File: src/rtl/reglist_seq_if.sv
// Handshake/bus bundle for the LDM/STM register-list sequencer.
// The abort ports exist only when REGLIST_SEQ_ABORT_EN is defined.
interface reglist_seq_if #(
  parameter int BITWIDTH = 32
);
  logic                start;
  logic [15:0]         reglist;
  logic [BITWIDTH-1:0] base;
  logic                up;
  logic                pre;
  logic                busy;
  logic [3:0]          addr;
  logic [BITWIDTH-1:0] mem_addr;
  logic                xfer_valid;
  logic                xfer_ready;
  logic                last;
  logic                done;
  logic [BITWIDTH-1:0] wb_addr;
  logic [4:0]          count;
`ifdef REGLIST_SEQ_ABORT_EN
  logic                abort;
  logic                aborted;

  modport master (
    output start, reglist, base, up, pre, xfer_ready, abort,
    input  busy, addr, mem_addr, xfer_valid, last, done, wb_addr, count, aborted
  );
  modport slave (
    input  start, reglist, base, up, pre, xfer_ready, abort,
    output busy, addr, mem_addr, xfer_valid, last, done, wb_addr, count, aborted
  );
`else
  modport master (
    output start, reglist, base, up, pre, xfer_ready,
    input  busy, addr, mem_addr, xfer_valid, last, done, wb_addr, count
  );
  modport slave (
    input  start, reglist, base, up, pre, xfer_ready,
    output busy, addr, mem_addr, xfer_valid, last, done, wb_addr, count
  );
`endif
endinterface

File: src/rtl/reglist_seq.sv
// Register-list sequencer: walks a 16-bit list lowest-first, one register per beat,
// producing read-mux select, beat address and writeback base. Optional: REGLIST_SEQ_ABORT_EN.
module reglist_seq #(
  parameter int BITWIDTH = 32
) (
  input  logic          clk,
  input  logic          rst_n,
  reglist_seq_if.slave  bus
);

  typedef enum logic [1:0] {IDLE, RUN, DN} state_t;

  state_t              state, state_nxt;
  logic [15:0]         mask;
  logic [BITWIDTH-1:0] mem_addr_q;
  logic [BITWIDTH-1:0] wb_addr_q;
  logic [4:0]          count_q;
  logic [4:0]          pc;
  logic [BITWIDTH-1:0] cnt4;
  logic [BITWIDTH-1:0] start_addr;
  logic [BITWIDTH-1:0] wb_nxt;
  logic                run;
  logic                hs;
  logic                last_int;
  logic                abort_req;

  function automatic logic [4:0] popcount16(input logic [15:0] v);
    logic [4:0] c;
    c = '0;
    for (int i = 0; i < 16; i++) c = c + {4'd0, v[i]};
    return c;
  endfunction

  function automatic logic [3:0] lowest_idx(input logic [15:0] v);
    logic [3:0] r;
    r = '0;
    for (int i = 15; i >= 0; i--) if (v[i]) r = 4'(i);
    return r;
  endfunction

  assign run      = (state == RUN);
  assign hs       = run && bus.xfer_ready;
  assign last_int = run && ((mask & (mask - 16'd1)) == 16'd0);

`ifdef REGLIST_SEQ_ABORT_EN
  assign abort_req = run && bus.abort;
  logic aborted_q;
  always_ff @(posedge clk or negedge rst_n) begin
    if (!rst_n) aborted_q <= 1'b0;
    else        aborted_q <= abort_req;
  end
  assign bus.aborted = aborted_q;
`else
  assign abort_req = 1'b0;
`endif

  // Start-address and writeback arithmetic, evaluated from the START-cycle inputs
  always_comb begin
    pc   = popcount16(bus.reglist);
    cnt4 = {{(BITWIDTH-7){1'b0}}, pc, 2'b00};
    case ({bus.up, bus.pre})
      2'b10:   start_addr = bus.base;
      2'b11:   start_addr = bus.base + BITWIDTH'(4);
      2'b00:   start_addr = bus.base - cnt4 + BITWIDTH'(4);
      default: start_addr = bus.base - cnt4;
    endcase
    wb_nxt = bus.up ? (bus.base + cnt4) : (bus.base - cnt4);
  end

  always_ff @(posedge clk or negedge rst_n) begin
    if (!rst_n) state <= IDLE;
    else        state <= state_nxt;
  end

  always_comb begin
    state_nxt = state;
    case (state)
      IDLE: if (bus.start) state_nxt = (bus.reglist != 16'd0) ? RUN : DN;
      RUN:  if (abort_req || (hs && last_int)) state_nxt = DN;
      DN:   state_nxt = IDLE;
      default: state_nxt = IDLE;
    endcase
  end

  always_ff @(posedge clk or negedge rst_n) begin
    if (!rst_n) begin
      mask       <= '0;
      mem_addr_q <= '0;
      wb_addr_q  <= '0;
      count_q    <= '0;
    end else if (state == IDLE && bus.start) begin
      mask       <= bus.reglist;
      mem_addr_q <= start_addr;
      wb_addr_q  <= wb_nxt;
      count_q    <= pc;
    end else if (abort_req) begin
      mask       <= '0;
    end else if (hs) begin
      mask       <= mask & (mask - 16'd1);
      mem_addr_q <= mem_addr_q + BITWIDTH'(4);
    end
  end

  // Outputs decoded from registered state only
  assign bus.busy       = (state != IDLE);
  assign bus.xfer_valid = run;
  assign bus.addr       = run ? lowest_idx(mask) : 4'd0;
  assign bus.mem_addr   = run ? mem_addr_q : '0;
  assign bus.last       = last_int;
  assign bus.done       = (state == DN);
  assign bus.wb_addr    = wb_addr_q;
  assign bus.count      = count_q;

endmodule

File: src/flat_wrapper.sv
// flat-port wrapper written by rule: the top's interface ports become plain ports
module reglist_seq_flat 
#(
  parameter int BITWIDTH = 32
)
  (clk, rst_n, bus_start, bus_reglist, bus_base, bus_up, bus_pre, bus_xfer_ready, bus_busy, bus_addr, bus_mem_addr, bus_xfer_valid, bus_last, bus_done, bus_wb_addr, bus_count);
  reglist_seq_if #(.BITWIDTH(BITWIDTH)) bus_i ();
  input  logic clk;
  input  logic rst_n;
  input wire logic [$bits(bus_i.start)-1:0] bus_start;
  input wire logic [$bits(bus_i.reglist)-1:0] bus_reglist;
  input wire logic [$bits(bus_i.base)-1:0] bus_base;
  input wire logic [$bits(bus_i.up)-1:0] bus_up;
  input wire logic [$bits(bus_i.pre)-1:0] bus_pre;
  input wire logic [$bits(bus_i.xfer_ready)-1:0] bus_xfer_ready;
  output wire logic [$bits(bus_i.busy)-1:0] bus_busy;
  output wire logic [$bits(bus_i.addr)-1:0] bus_addr;
  output wire logic [$bits(bus_i.mem_addr)-1:0] bus_mem_addr;
  output wire logic [$bits(bus_i.xfer_valid)-1:0] bus_xfer_valid;
  output wire logic [$bits(bus_i.last)-1:0] bus_last;
  output wire logic [$bits(bus_i.done)-1:0] bus_done;
  output wire logic [$bits(bus_i.wb_addr)-1:0] bus_wb_addr;
  output wire logic [$bits(bus_i.count)-1:0] bus_count;
  assign bus_i.start = bus_start;
  assign bus_i.reglist = bus_reglist;
  assign bus_i.base = bus_base;
  assign bus_i.up = bus_up;
  assign bus_i.pre = bus_pre;
  assign bus_i.xfer_ready = bus_xfer_ready;
  assign bus_busy = bus_i.busy;
  assign bus_addr = bus_i.addr;
  assign bus_mem_addr = bus_i.mem_addr;
  assign bus_xfer_valid = bus_i.xfer_valid;
  assign bus_last = bus_i.last;
  assign bus_done = bus_i.done;
  assign bus_wb_addr = bus_i.wb_addr;
  assign bus_count = bus_i.count;
  reglist_seq #(.BITWIDTH(BITWIDTH)) u_core (.clk(clk), .rst_n(rst_n), .bus(bus_i));
endmodule
File: config.mk
export PLATFORM = sky130hd
export DESIGN_NAME = reglist_seq_flat
export DESIGN_NICKNAME = d
export VERILOG_FILES = /design/src/rtl/reglist_seq_if.sv /design/src/rtl/reglist_seq.sv /design/src/flat_wrapper.sv
export SDC_FILE = /design/constraint.sdc
export NUM_CORES = 1
export LEC_CHECK = 0
export ABC_AREA = 1
export BUFFER_PORTS_ARGS = -buffer_cell sky130_fd_sc_hd__buf_2
export CORE_MARGIN = 3
export CORE_UTILIZATION = 50
export DETAILED_ROUTE_END_ITERATION = 16
export PLACE_DENSITY_LB_ADDON = 0.08
export SLEW_MARGIN = 10
export SYNTH_ARGS = -nofsm -noshare
export SYNTH_HDL_FRONTEND = slang
export SYNTH_SLANG_ARGS = --single-unit
File: constraint.sdc
create_clock -name clk -period 2.77 [get_ports clk]
set_clock_uncertainty 0.1 [all_clocks]
set_input_delay 0.554 -clock clk [delete_from_list [all_inputs] [get_ports clk]]
set_output_delay 0.554 -clock clk [all_outputs]
set_load 0.05 [all_outputs]
==> impl_results.md <==
* Drt drc at 0
* Root Driver: clkbuf_16
* Largest net degree at the start of global routing at just over 50
* Final setup viols at 67
* Final hold vios at 0
* Drt total wl at 41.1 mm
* Synthesized area per cell at around 6 um2
* Outcome: finished with violations
* Fill cells at around 1200
* Required @ worst endpoint at 2880 ps
* Layout area overhead at 58.7%
* # clock sinks at 87
* Syn. warnings at 0
* CP startpoint kind: input port
* Largest family of logic cells by synthesized area: simple AND/OR/NAND/NOR gates
* Layout cells sized above 1 at between 40% and 50%
* FP Rows at 49
* Crit-path max cell delay at around 540 ps
* Rel. slew slack at between 50% and 60%
* Simple-Gate Fraction of Synth Area at ~40%
* First-pass GRT wire length at between 50 and 60 mm
* Setup TNS at -183750 ps
* Count of unique library cells instantiated by Yosys at 53
* Initial Utilization at between 50% and 60%
* CP Class: in -> reg
* Top cells by area, synth: dfrtp_1 (24%), nand2_1 (16%), nor2_1 (7.0%)
* CORE AREA at ~18000 um2
* Gr ovfl total at 0
* Slowest CP cell: fa_1
* Post-synthesis compound-gate area fraction at 17.8%
* Final nets at 2001
* RSZ-0062 raised after global routing: true
* Synthesized cell area at between 9000 and 10000 um2
* First-pass detailed-route iteration total at 6
* Post-synthesis sequential area ratio at 23.6%
* Gate Count Post-Synth at 1494
* Port bufs at 130
* Antenna-violating nets left at 0
* Tmin final at 6160 ps
* Total track usage at between 30% and 40%
* GP Congestion at slightly below 1
* Initial antenna violation count at 0
* Worst-path clk slew at about 70 ps
* HPWL after DPL at 27.9 mm
* Maximum clock frequency at approximately 0.16 GHz
* Crit end category: register
* CTS tree: done
* Inserted Diodes at 0
* Post-synthesis mux area share at 0%
* H-tree Lvls at 3
* Vias in the first global route at 11100
* Via/cell ratio at roughly 6
* Iteration-0 DRC Markers at roughly 1600
* Final WS setup at -3390 ps
* Seq cells post-synth at 87
* Syn Nets at ~1600
* WP data arrival at approximately 6300 ps
* Avg WL per Cell at around 19 um
* Most frequent cells in the layout: nand2_1 (305), buf_4 (303), inv_1 (147)
* Post-Synth Adder-Cell Area at approximately 5.7%
* Commonest non-fill, non-tap cell in the layout: nand2_1
* Die area at a little over 20000 um2
* Worst IR Drop VDD at about 1.5 mV
* XOR/XNOR Fraction of Synth Area at approximately 2.8%
* Synth Flop Type: dfrtp_1
* CTS max path bufs at 2
* I/O pins at 131
* Period Utilization, post-route at 222%
* Die height at around 140 um
* Final slew viol count at 0
* Die Wd at 142 um
* Least-Margin Pin Slew at about 720 ps
* CTS Buf Count at 9
* Total power at roughly 0.016 W
* P_leak at around 7 nW
* Vias at ~13000
* Worst-path fanout max at 5
* Failing checks: setup timing
* Max_cap viols at 0
* Cell taking the most area after synthesis: dfrtp_1
* HP Class: in -> async
* Post-synth EDFFs at 0
* Worst skew pair latency at approximately 350 ps
* Synth top area share at 23.6%
* P per Cell Area at between 1000 and 1500 nW/um2
* Asr flop ratio synth at 100%
power by group:
group / switching (W) / total [W] / internal [W]
clock: 0.000560 / 0.00131 / 0.000752
combinational: 0.00754 / 0.0121 / 0.00453
sequential: 0.000546 / 0.00243 / 0.00188
through the flow:
| step | hold slack [ps] | setup slack [ps] | utilization (%) | std cells | cell area [um2] |
|---|---|---|---|---|---|
| finish | 91.1 | -3390 | 81.2 | 2146 | 14600 |
| global route | 120 | -3520 | 81.2 | 2146 | 14600 |
| CTS | 115 | -3300 | 75.5 | 2114 | 13600 |
| detailed placement | 362 | -3860 | 67.5 | 2038 | 12200 |
| global placement | 350 | -3770 | 67.5 | 2038 | 12200 |
| floorplan | 158 | -3140 | - | 1494 | 9590 |
path summary, 6_finish.rpt:
| path | from | end | slack (ps) | cells after the start |
|---|---|---|---|---|
| hold reg to reg | u_core.bus.wb_addr[15] | u_core.bus.wb_addr[15] | 370 | 2 |
| setup reg to reg | u_core.mem_addr_q[3] | u_core.mem_addr_q[28] | -120 | 13 |
| max in group asynchronous | rst_n | u_core.bus.wb_addr[24] | 1780 | 2 |
| hold / removal | rst_n | u_core.mask[12] | 90 | 1 |
| setup / recovery | bus_reglist[1] | u_core.mem_addr_q[19] | -3390 | 32 |
| min in group clk | bus_base[0] | u_core.bus.wb_addr[0] | 330 | 3 |
synthesized netlist by cell type, types with 2 or more instances:
| cell type | count |
|---|---|
| a2111oi_0 | 2 |
| a211oi_1 | 4 |
| a21oi_1 | 94 |
| a21oi_2 | 4 |
| a21oi_4 | 2 |
| a221oi_1 | 2 |
| a22o_1 | 5 |
| a22oi_1 | 6 |
| a31oi_1 | 14 |
| and2_1 | 2 |
| buf_1 | 2 |
| buf_2 | 16 |
| buf_4 | 2 |
| buf_6 | 4 |
| clkbuf_1 | 44 |
| clkinv_1 | 5 |
| dfrtp_1 | 87 |
| fa_1 | 12 |
| ha_1 | 23 |
| inv_1 | 171 |
| inv_2 | 11 |
| nand2_1 | 387 |
| nand2_2 | 20 |
| nand2_4 | 2 |
| nand3_1 | 100 |
| nand3_2 | 9 |
| nand3_4 | 2 |
| nand3b_1 | 3 |
| nand4_1 | 26 |
| nor2_1 | 172 |
| nor2_2 | 23 |
| nor2_4 | 14 |
| nor3_1 | 25 |
| nor4_1 | 5 |
| o211ai_1 | 12 |
| o21ai_0 | 111 |
| o21ai_1 | 12 |
| o21ai_2 | 4 |
| o221ai_1 | 4 |
| o22ai_1 | 10 |
| xor2_1 | 29 |
repair_timing:
action	4_1_cts	5_1_grt
pin swaps	110	153
hold buffers	0	0
setup endpoints to repair	66	70
buffers inserted	63	45
resized for setup	181	208
routing by layer:
layer  global-route usage [%]  vias to the layer above  share of wire [%]
met5                        0                        -                  0
li1                         -                     5699                  -
met3                     5.76                      166                 10
met1                     54.6                     5903                 41
met2                     57.2                      827                 45
met4                     10.3                        0                4.0
flip-flops by register name, indices dropped and copies added, names as in the netlist:
name	count
u_core.bus.count	5
u_core.bus.wb_addr	32
u_core.mask	16
u_core.mem_addr_q	32
u_core.state	2
cell families (layout without fill, tap and decap cells):
logic type,Yosys count,count (layout)
AND/OR/NAND/NOR,796,796
XOR/XNOR,30,30
buffers and inverters,257,680
adder cells (fa/ha/maj),35,35
flip-flops,87,87
AO/OA/AOI/OAI,289,289
worst max-delay path: cells and delay by family:
| kind | cells | cell delay [ps] |
|---|---|---|
| adder cells (fa/ha/maj) | 8 | 3130 |
| AND/OR/NAND/NOR | 14 | 1590 |
| buffers and inverters | 7 | 640 |
| AO/OA/AOI/OAI | 3 | 350 |
area by class of cell:
type,count,area (um2),area share [%]
multi-input cells,1150,7630,52.1
repair buffers,476,3490,23.9
flip-flops and latches,87,2180,14.9
inverters,188,738,5.04
well taps,229,287,1.96
clock buffers,12,256,1.75
clock inverters,4,53.8,0.368
No activity file was read; power rests on OpenSTA's default activity.
